$ cat src/rtl/ac97_pkg.sv
// Shared AC-link constants, bus payload types and register reset values.
package ac97_pkg;

  localparam int unsigned SLOT_W   = 20;
  localparam int unsigned REG_W    = 16;
  localparam int unsigned IDX_W    = 6;
  localparam int unsigned CNT_W    = 8;
  localparam int unsigned NUM_REGS = 64;

  localparam logic [CNT_W-1:0] SLOT0_END = 8'd15;
  localparam logic [CNT_W-1:0] SLOT1_END = 8'd35;
  localparam logic [CNT_W-1:0] SLOT2_END = 8'd55;
  localparam logic [CNT_W-1:0] SLOT3_END = 8'd75;
  localparam logic [CNT_W-1:0] SLOT4_END = 8'd95;

  localparam logic [6:0] REG_RESET = 7'h00;
  localparam logic [6:0] REG_PWRDN = 7'h26;
  localparam logic [6:0] REG_VID1  = 7'h7C;
  localparam logic [6:0] REG_VID2  = 7'h7E;

  typedef struct packed {
    logic             we;
    logic [IDX_W-1:0] idx;
    logic [REG_W-1:0] data;
  } wr_req_t;

  typedef struct packed {
    logic             valid;
    logic [IDX_W-1:0] idx;
    logic [REG_W-1:0] data;
  } status_t;

  // Power-on contents of one even register, indexed by register/2.
  function automatic logic [REG_W-1:0] reg_reset_val(input logic [IDX_W-1:0] idx,
                                                     input logic [REG_W-1:0] vid1,
                                                     input logic [REG_W-1:0] vid2);
    logic [REG_W-1:0] val;
    val = '0;
    case ({idx, 1'b0})
      REG_PWRDN: val = 16'h000F;
      REG_VID1:  val = vid1;
      REG_VID2:  val = vid2;
      default:   val = '0;
    endcase
    return val;
  endfunction

endpackage

$ cat src/rtl/ac97_regfile.sv
// 64x16 mixer register file: masked writes, full restore on a write to 0x00.
module ac97_regfile
  import ac97_pkg::*;
#(
  parameter logic [15:0] VENDOR_ID1 = 16'h4144,
  parameter logic [15:0] VENDOR_ID2 = 16'h5370
) (
  input  logic             clk,
  input  logic             rst,
  input  wr_req_t          wr,
  input  logic [IDX_W-1:0] rd_idx,
  output logic [REG_W-1:0] rd_data,
  input  logic [IDX_W-1:0] dbg_addr,
  output logic [REG_W-1:0] dbg_data
);

  logic [REG_W-1:0] mem [NUM_REGS];

  always_ff @(posedge clk or posedge rst) begin
    if (rst) begin
      for (int i = 0; i < NUM_REGS; i++) begin
        mem[i] <= reg_reset_val(IDX_W'(i), VENDOR_ID1, VENDOR_ID2);
      end
    end else if (wr.we) begin
      case ({wr.idx, 1'b0})
        REG_RESET: begin
          for (int i = 0; i < NUM_REGS; i++) begin
            mem[i] <= reg_reset_val(IDX_W'(i), VENDOR_ID1, VENDOR_ID2);
          end
        end
        REG_VID1, REG_VID2: begin
        end
        // Only the power-down control byte is writable; status nibble reads ready.
        REG_PWRDN: mem[wr.idx] <= {wr.data[15:8], 8'h0F};
        default:   mem[wr.idx] <= wr.data;
      endcase
    end
  end

  assign rd_data  = mem[rd_idx];
  assign dbg_data = mem[dbg_addr];

endmodule

$ cat src/rtl/ac97_codec_link.sv
// Codec side of the AC-link: deframes controller frames, serves register
// commands and playback, and serializes status and capture frames.
module ac97_codec_link
  import ac97_pkg::*;
#(
  parameter int unsigned READY_FRAMES = 4,
  parameter logic [15:0] VENDOR_ID1   = 16'h4144,
  parameter logic [15:0] VENDOR_ID2   = 16'h5370
) (
  input  logic              ac97_bit_clock,
  input  logic              reset,
  input  logic              ac97_synch,
  input  logic              ac97_sdata_out,
  output logic              ac97_sdata_in,
  input  logic [SLOT_W-1:0] cap_left,
  input  logic [SLOT_W-1:0] cap_right,
  output logic [SLOT_W-1:0] play_left,
  output logic [SLOT_W-1:0] play_right,
  output logic              play_strobe,
  output logic              codec_ready,
  input  logic [IDX_W-1:0]  dbg_addr,
  output logic [REG_W-1:0]  dbg_data,
  output logic              frame_err
);

  logic              sync_q;
  logic              locked;
  logic [CNT_W-1:0]  bit_cnt;
  logic [CNT_W-1:0]  rdy_cnt;
  logic [SLOT_W-1:0] rx_sh;
  logic [4:0]        tag_q;
  logic [6:0]        cmd_q;
  logic [SLOT_W-1:0] left_hold;
  status_t           pending;
  status_t           tx_stat;
  logic [SLOT_W-1:0] tx_capl;
  logic [SLOT_W-1:0] tx_capr;
  wr_req_t           wr;
  logic [REG_W-1:0]  rd_data;

  logic              sync_rise;
  logic              frame_start;
  logic              ready_now;
  logic [CNT_W-1:0]  rx_idx;
  logic [SLOT_W-1:0] rx_word;
  logic [15:0]       tag_word;
  logic [SLOT_W-1:0] slot1_word;
  logic [SLOT_W-1:0] slot2_word;
  logic              tx_bit;

  // A missing sync lets the counter wrap to 0, which starts a frame on its own.
  assign sync_rise   = ac97_synch & ~sync_q;
  assign frame_start = sync_rise | (locked & (bit_cnt == '0));
  assign ready_now   = (rdy_cnt >= CNT_W'(READY_FRAMES));
  assign rx_idx      = bit_cnt - 8'd1;
  assign rx_word     = {rx_sh[SLOT_W-2:0], ac97_sdata_out};

  assign tag_word   = {codec_ready, tx_stat.valid, tx_stat.valid, codec_ready, codec_ready, 11'h0};
  assign slot1_word = {1'b0, tx_stat.idx, 1'b0, 12'h0};
  assign slot2_word = {tx_stat.data, 4'h0};

  // Outgoing bit for frame position bit_cnt (1..255); position 0 is launched at frame start.
  always_comb begin
    tx_bit = 1'b0;
    if (bit_cnt <= SLOT0_END)      tx_bit = tag_word[4'(SLOT0_END - bit_cnt)];
    else if (bit_cnt <= SLOT1_END) tx_bit = slot1_word[5'(SLOT1_END - bit_cnt)];
    else if (bit_cnt <= SLOT2_END) tx_bit = slot2_word[5'(SLOT2_END - bit_cnt)];
    else if (bit_cnt <= SLOT3_END) tx_bit = tx_capl[5'(SLOT3_END - bit_cnt)];
    else if (bit_cnt <= SLOT4_END) tx_bit = tx_capr[5'(SLOT4_END - bit_cnt)];
  end

  always_ff @(posedge ac97_bit_clock or posedge reset) begin
    if (reset) begin
      sync_q        <= 1'b0;
      locked        <= 1'b0;
      bit_cnt       <= '0;
      rdy_cnt       <= '0;
      rx_sh         <= '0;
      tag_q         <= '0;
      cmd_q         <= '0;
      left_hold     <= '0;
      pending       <= '0;
      tx_stat       <= '0;
      tx_capl       <= '0;
      tx_capr       <= '0;
      wr            <= '0;
      ac97_sdata_in <= 1'b0;
      play_left     <= '0;
      play_right    <= '0;
      play_strobe   <= 1'b0;
      codec_ready   <= 1'b0;
      frame_err     <= 1'b0;
    end else begin
      sync_q      <= ac97_synch;
      play_strobe <= 1'b0;
      frame_err   <= 1'b0;
      wr          <= '0;
      if (frame_start) begin
        bit_cnt       <= 8'd1;
        locked        <= 1'b1;
        frame_err     <= sync_rise & (bit_cnt != '0);
        ac97_sdata_in <= ready_now;
        codec_ready   <= ready_now;
        if (!ready_now) rdy_cnt <= rdy_cnt + 8'd1;
        tx_stat       <= pending;
        pending       <= '0;
        tx_capl       <= ready_now ? cap_left  : '0;
        tx_capr       <= ready_now ? cap_right : '0;
      end else if (locked) begin
        bit_cnt       <= bit_cnt + 8'd1;
        ac97_sdata_in <= tx_bit;
        rx_sh         <= rx_word;
        case (rx_idx)
          SLOT0_END: tag_q <= rx_word[15:11];
          SLOT1_END: cmd_q <= rx_word[19:13];
          SLOT2_END: begin
            // One command per frame, honoured only with valid, slot1 and slot2 tags.
            if (&tag_q[4:2]) begin
              if (cmd_q[6]) begin
                pending.valid <= 1'b1;
                pending.idx   <= cmd_q[5:0];
                pending.data  <= rd_data;
              end else begin
                wr.we   <= 1'b1;
                wr.idx  <= cmd_q[5:0];
                wr.data <= rx_word[19:4];
              end
            end
          end
          SLOT3_END: left_hold <= rx_word;
          SLOT4_END: begin
            if (tag_q[1]) play_left  <= left_hold;
            if (tag_q[0]) play_right <= rx_word;
            play_strobe <= tag_q[1] | tag_q[0];
          end
          default: begin
          end
        endcase
      end
    end
  end

  ac97_regfile #(
    .VENDOR_ID1(VENDOR_ID1),
    .VENDOR_ID2(VENDOR_ID2)
  ) u_regfile (
    .clk     (ac97_bit_clock),
    .rst     (reset),
    .wr      (wr),
    .rd_idx  (cmd_q[5:0]),
    .rd_data (rd_data),
    .dbg_addr(dbg_addr),
    .dbg_data(dbg_data)
  );

endmodule

$ cat config.mk
export PLATFORM = sky130hd
export DESIGN_NAME = ac97_codec_link
export DESIGN_NICKNAME = d
export VERILOG_FILES = /design/src/rtl/ac97_pkg.sv /design/src/rtl/ac97_regfile.sv /design/src/rtl/ac97_codec_link.sv
export SDC_FILE = /design/constraint.sdc
export NUM_CORES = 2
export LEC_CHECK = 0
export CAP_MARGIN = 15
export CORE_ASPECT_RATIO = 0.8
export CORE_MARGIN = 10
export CORE_UTILIZATION = 26
export DETAILED_ROUTE_END_ITERATION = 7
export GPL_TIMING_DRIVEN = 0
export PLACE_DENSITY = 0.45
export SYNTH_ARGS = -nofsm -noshare
export SYNTH_HDL_FRONTEND = slang
export SYNTH_SLANG_ARGS = --single-unit
$ cat constraint.sdc
create_clock -name ac97_bit_clock -period 93 [get_ports ac97_bit_clock]
set_input_delay 18.6 -clock ac97_bit_clock [delete_from_list [all_inputs] [get_ports ac97_bit_clock]]
set_output_delay 18.6 -clock ac97_bit_clock [all_outputs]
set_load 0.005 [all_outputs]
# Word level (Yosys, flattened, before mapping)
# Index checks and enable logic that the tools add are counted.
# classes
n_addsub	8
n_lt_le_gt_ge	15
n_eq_ne	8
muxes	46
bitwise_logic	12
reduce_logical	19
# ops
op	count
1024-bit case mux with 3 select lines	1
1024-bit bitwise mux	2
23-bit 2-to-1 mux	10
16-bit binary-select mux with 6-bit select	2
16-bit demux with 6-bit select	1
16-bit 2-to-1 mux	5
20-bit 2-to-1 mux	2
5-bit by 6-bit less-than comparator with 1-bit output, second input constant	4
7-bit greater-or-equal comparator, second input constant	3
6-bit inverter with 7-bit output	3
1-bit binary-select mux with 5-bit select	4
8-bit by 1-bit adder with 8-bit output, second input constant	2
8-bit by 6-bit == test with 1-bit output, second input constant	2
8-bit by 7-bit == test with 1-bit output, second input constant	2
8-bit by 6-bit less-or-equal comparator with 1-bit output, second input constant	2
8-bit by 7-bit less-or-equal comparator with 1-bit output, second input constant	2
1-bit 2-to-1 mux	16
8-bit 2-to-1 mux	2
6-bit == test, second input constant	2
3-bit AND reduction	4
4-bit AND reduction	3
5-bit subtractor, first input constant	2
8-bit by 4-bit == test with 1-bit output, second input constant	1
8-bit by 3-bit greater-or-equal comparator with 1-bit output, second input constant	1
19 further kinds	30
# word_totals
ff_bits	1246
inputBits	50
out_inout_bits	60
word_cells	197

# Logic depth before layout (Yosys ltp)
# depth
ltp_word	10
ltp_mapped	13
ltp_nobuf	8

# Cells and area by module
# Synthesis repeated with hierarchy kept, for this count alone.
# hier_totals
cells_unflattened	5875
hier_area_um2	65345.2
# modules_own_cells
module	n_inst	cells_each	area_each_um2	seq_area_each_um2
ac97_regfile	1	5105	55873.6	25643.3
ac97_codec_link	1	770	9471.6	5555.3

# Worst setup path after synthesis
# OpenSTA, ideal clock, no wires.
# synth_path
kind	in2out
from	input dbg_addr[1]
to	output dbg_data[10]
arrival_ns	20.452
required_ns	74.400
path_slack_ns	53.948
stages	7
path_buffers	3
cell_sequence	clkbuf_1 buf_1 buf_1 mux4_2 mux4_2 a22oi_1 nand2_1
# synth_via
elab_chain_cells	4
# synth_rtl
element	line	rtl
start: declaration	ac97_codec_link.sv:21	input logic [IDX_W-1:0] dbg_addr,
6-bit inverter with 7-bit output (implied by the code)	ac97_regfile.sv:41	assign dbg_data = mem[dbg_addr];
16-bit binary-select mux with 6-bit select	ac97_regfile.sv:41	
16-bit 2-to-1 mux (implied by the code) (2 in series)	ac97_regfile.sv:41	
end: declaration	ac97_codec_link.sv:22	output logic [REG_W-1:0] dbg_data,
# Every way passes these cells. The select of a mux whose other input is x is not followed.

# Final worst setup path
# layout_path
from	input dbg_addr[1]
to	output dbg_data[4]
# Same word-level chain as after synthesis.

==> flow_summary.toml <==
[place]
place.gp.congestion = 1.090
place_hpwl_um = 326900
io_buffers = 105
place_inst = 9794
dpl_cell_area_sq_um = 72860

[synth]
ys_seq_area_share_pct = 47.05
yosysUniqueCellTypes = 75
synth-seq-cells = 1246
synth_fp_nets = 6352
synth-edff-count = 0
netlist_area_sq_um = 66310
yosysTopAreaCellShare_pct = 46.45
synth_async_sr_flop_share_pct = 100.0
synth_largest_area_cell = "dfrtp_1"
synth_flop_cell = "dfrtp_1"
avgSynthCellArea_sq_um = 10.54
ys_warn_count = 0
synth_area_leaders = "dfrtp_1 46%, mux4_2 16%, nand2_1 7.3%, mux2i_1 4.6%, a21oi_1 4.1%"
synthCells = 6290

[power]
total_power_mw = 1.311
internal_power_mw = 0.9582
p_sw_mw = 0.3528
comb_power_share_pct = 8.4
swShare_pct = 26.91
p_leak_nw = 31.49
ir_drop_uv = 14.21
clkPwrFrac_pct = 48.2
power.density_nw_per_um2 = 16.79
pwr-share-seq_pct = 43.4

[worst_setup_path]
path_class = "in2out"
crit_slowest_cell = "a22oi_1"
rr_worst_depth = 8
startpoint = "dbg_addr[1]"
crit_cells = 9
cp.arrival_ns = 24.24
crit_end = "dbg_data[4]"
path_buf_inv = 5
cp_max_fo = 10
endpoint_kind = "output port"
start_kind = "primary input"
r2r_slack_ns = 87.94
cp.required_ns = 74.40
cp_cell_sequence = "clkbuf_1 -> buf_6 -> clkbuf_1 -> buf_2 -> mux4_2 -> mux4_2 -> a22oi_1 -> nand2_1 -> clkdlybuf4s50_1"
critPathMaxStageDelay_ns = 1.00
r2r_start = "wr[16]"
crit_family = "buffers and inverters"

[clocking]
cts_tree = "built"
clock_latency_ns = 0.90
htreeDepth = 4
cts_setup_buffers = 0
cts_repair_resize_count = 0
cts_root_buf = "clkbuf_16"
cts_buffers = 160
clock-sinks = 1246
cts_buffer_depth = 4
clk_pin_slew_ns = 0.06
ctsHoldBuffers = 0

[die]
io_pins = 110
dieArea_sq_um = 275800
rows = 165
die_x_um = 584.6
core_area_sq_um = 253300
start_util_pct = 26.18
die_h_um = 471.7

[sta]
max_freq_ghz = 0.02334
drv_slew = 0
slew_headroom_pct = 2.787
final.setup.tns_ns = 0
rsz0062_at_grt = "no"
tightest_slew_ns = 1.455
layout_min_cycle_time_ns = 42.84
period_share_pct = 46.06
finClkSkew_ns = 0.09369
finalSetupViolCount = 0
finalHoldViolCount = 0

[status]
status = "finished, violations left"
violations = "DRC"

[layout]
syn_to_final_growth_pct = 17.78
nets = 6681
drive_above_1_share_pct = 17.97
layout.cells.non_filler = 10130
fillers = 25990
fin_area_sq_um = 78100

[global_routing]
track_usage_pct = 29.58
gr-total-overflow = 0
grt_pass1_wl_um = 550000
antenna_found_initial = 95
grt_max_degree = 114
grt_pass1_vias = 56180

[drt]
ant_nets = 0
drc = 2
drtIter0Drc = 9689
wl_um = 424000
dr.pass1.iters = 8
wire_per_inst_um = 41.87
viasPerCell = 6.092
vias = 61680

[run]
drv_cap = 0

[worst_hold_path]
hold_path.class = "reg2reg"
-- metrics by stage --
step                      setup WS, ns  hold WS (ns)  utilization, %
after floorplan                  39.31        0.4291               -
after global placement           20.72        0.4466           28.24
after detailed placement         50.68        0.4477           28.76
after CTS                        50.68        0.4494           30.75
after global routing             50.52        0.4625           30.78
final                            50.16        0.4464           30.83
-- synthesized netlist by cell type, types with 16 or more instances --
library cell and instances:
nand2_1 1295, dfrtp_1 1231, a21oi_1 546, mux4_2 461
nand3_1 342, nor2_1 315, mux2i_1 304, clkbuf_1 287
o21ai_0 236, buf_2 227, a22oi_1 225, o21a_1 131
o22ai_1 130, and2_1 76, o22a_1 65, mux2_2 64
buf_1 56, buf_4 24, o211ai_1 23, nand4_1 22
buf_6 18, nand2b_1 17, and4_1 16
-- worst register-to-register path: stages, from the launching register on --
cell and delay (ns):
dfrtp_1 0.46, nor3_1 0.37, buf_2 0.68, nand2_1 0.91
nor2_1 0.34, buf_2 0.39, clkbuf_1 0.75, buf_2 0.84
nor2_1 0.13
-- layout by cell type, fill, tap and decap left out, types with 44 or more instances in the layout --
master / n
buf_1: 44
nand2_1: 1295
nand3_1: 342
mux2i_1: 304
clkdlybuf4s50_1: 105
o22a_1: 65
dfrtp_1: 1231
nor2_1: 313
o21ai_0: 236
buf_2: 239
diode_2: 61
a22oi_1: 225
clkbuf_2: 53
a21oi_1: 546
clkbuf_16: 161
o22ai_1: 130
and2_1: 76
mux4_2: 461
mux2_2: 64
clkbuf_1: 274
o21a_1: 131
-- worst min-delay path by stage --
stage	from	to	slack, ns	cells past startpoint
detailed placement	rdy_cnt[7]	rdy_cnt[7]	0.45	1
global route	left_hold[13]	play_left[13]	0.46	1
CTS	left_hold[13]	play_left[13]	0.45	1
finish	left_hold[13]	play_left[13]	0.45	1
floorplan	rdy_cnt[2]	rdy_cnt[2]	0.43	1
global placement	rdy_cnt[4]	rdy_cnt[4]	0.45	1
-- kinds of logic after synthesis --
kind of cell / after synthesis / share of synthesized area, %
adders and majority gates: 12 / 0.2264
DFF: 1246 / 47.05
and+or+nand+nor: 2163 / 13.92
xor gates and xnor gates: 10 / 0.1321
buffers and inverters: 623 / 4.296
muxes: 838 / 21.54
AOI/OAI and AO/OA: 1398 / 12.85
-- power by group through the flow --
stage,sequential (mW),combinational [mW],clock [mW]
6_report,0.569,0.110,0.632
4_1_cts,0.569,0.111,0.635
3_5_place_dp,0.579,0.111,0
2_1_floorplan,0.575,0.0725,0
5_1_grt,0.571,0.121,0.655
3_3_place_gp,0.581,0.108,0
-- area by class of cell --
| class | count | area, sq um | share of cell area, % |
|---|---|---|---|
| antenna | 61 | 152.6 | 0.1954 |
| inverter | 10 | 45.04 | 0.05767 |
| timing repair buffer | 167 | 2317 | 2.967 |
| sequential | 1246 | 31200 | 39.95 |
| clock buffer | 223 | 4481 | 5.737 |
| multi-input combinational | 4421 | 32290 | 41.34 |
| buffer | 613 | 2892 | 3.702 |
| tap | 3340 | 4179 | 5.351 |
| clock inverter | 44 | 549.3 | 0.7033 |
-- per-layer routing --
| layer | GRT usage, % | up-vias | part of all wire (%) |
|---|---|---|---|
| li1 | - | 23490 | - |
| met2 | 37.22 | 4672 | 37 |
| met1 | 40.78 | 32560 | 42 |
| met5 | 0.1205 | - | 0.16 |
| met4 | 13.82 | 62 | 5.4 |
| met3 | 15.59 | 901 | 15 |
No activity file was read; power rests on OpenSTA's default activity.
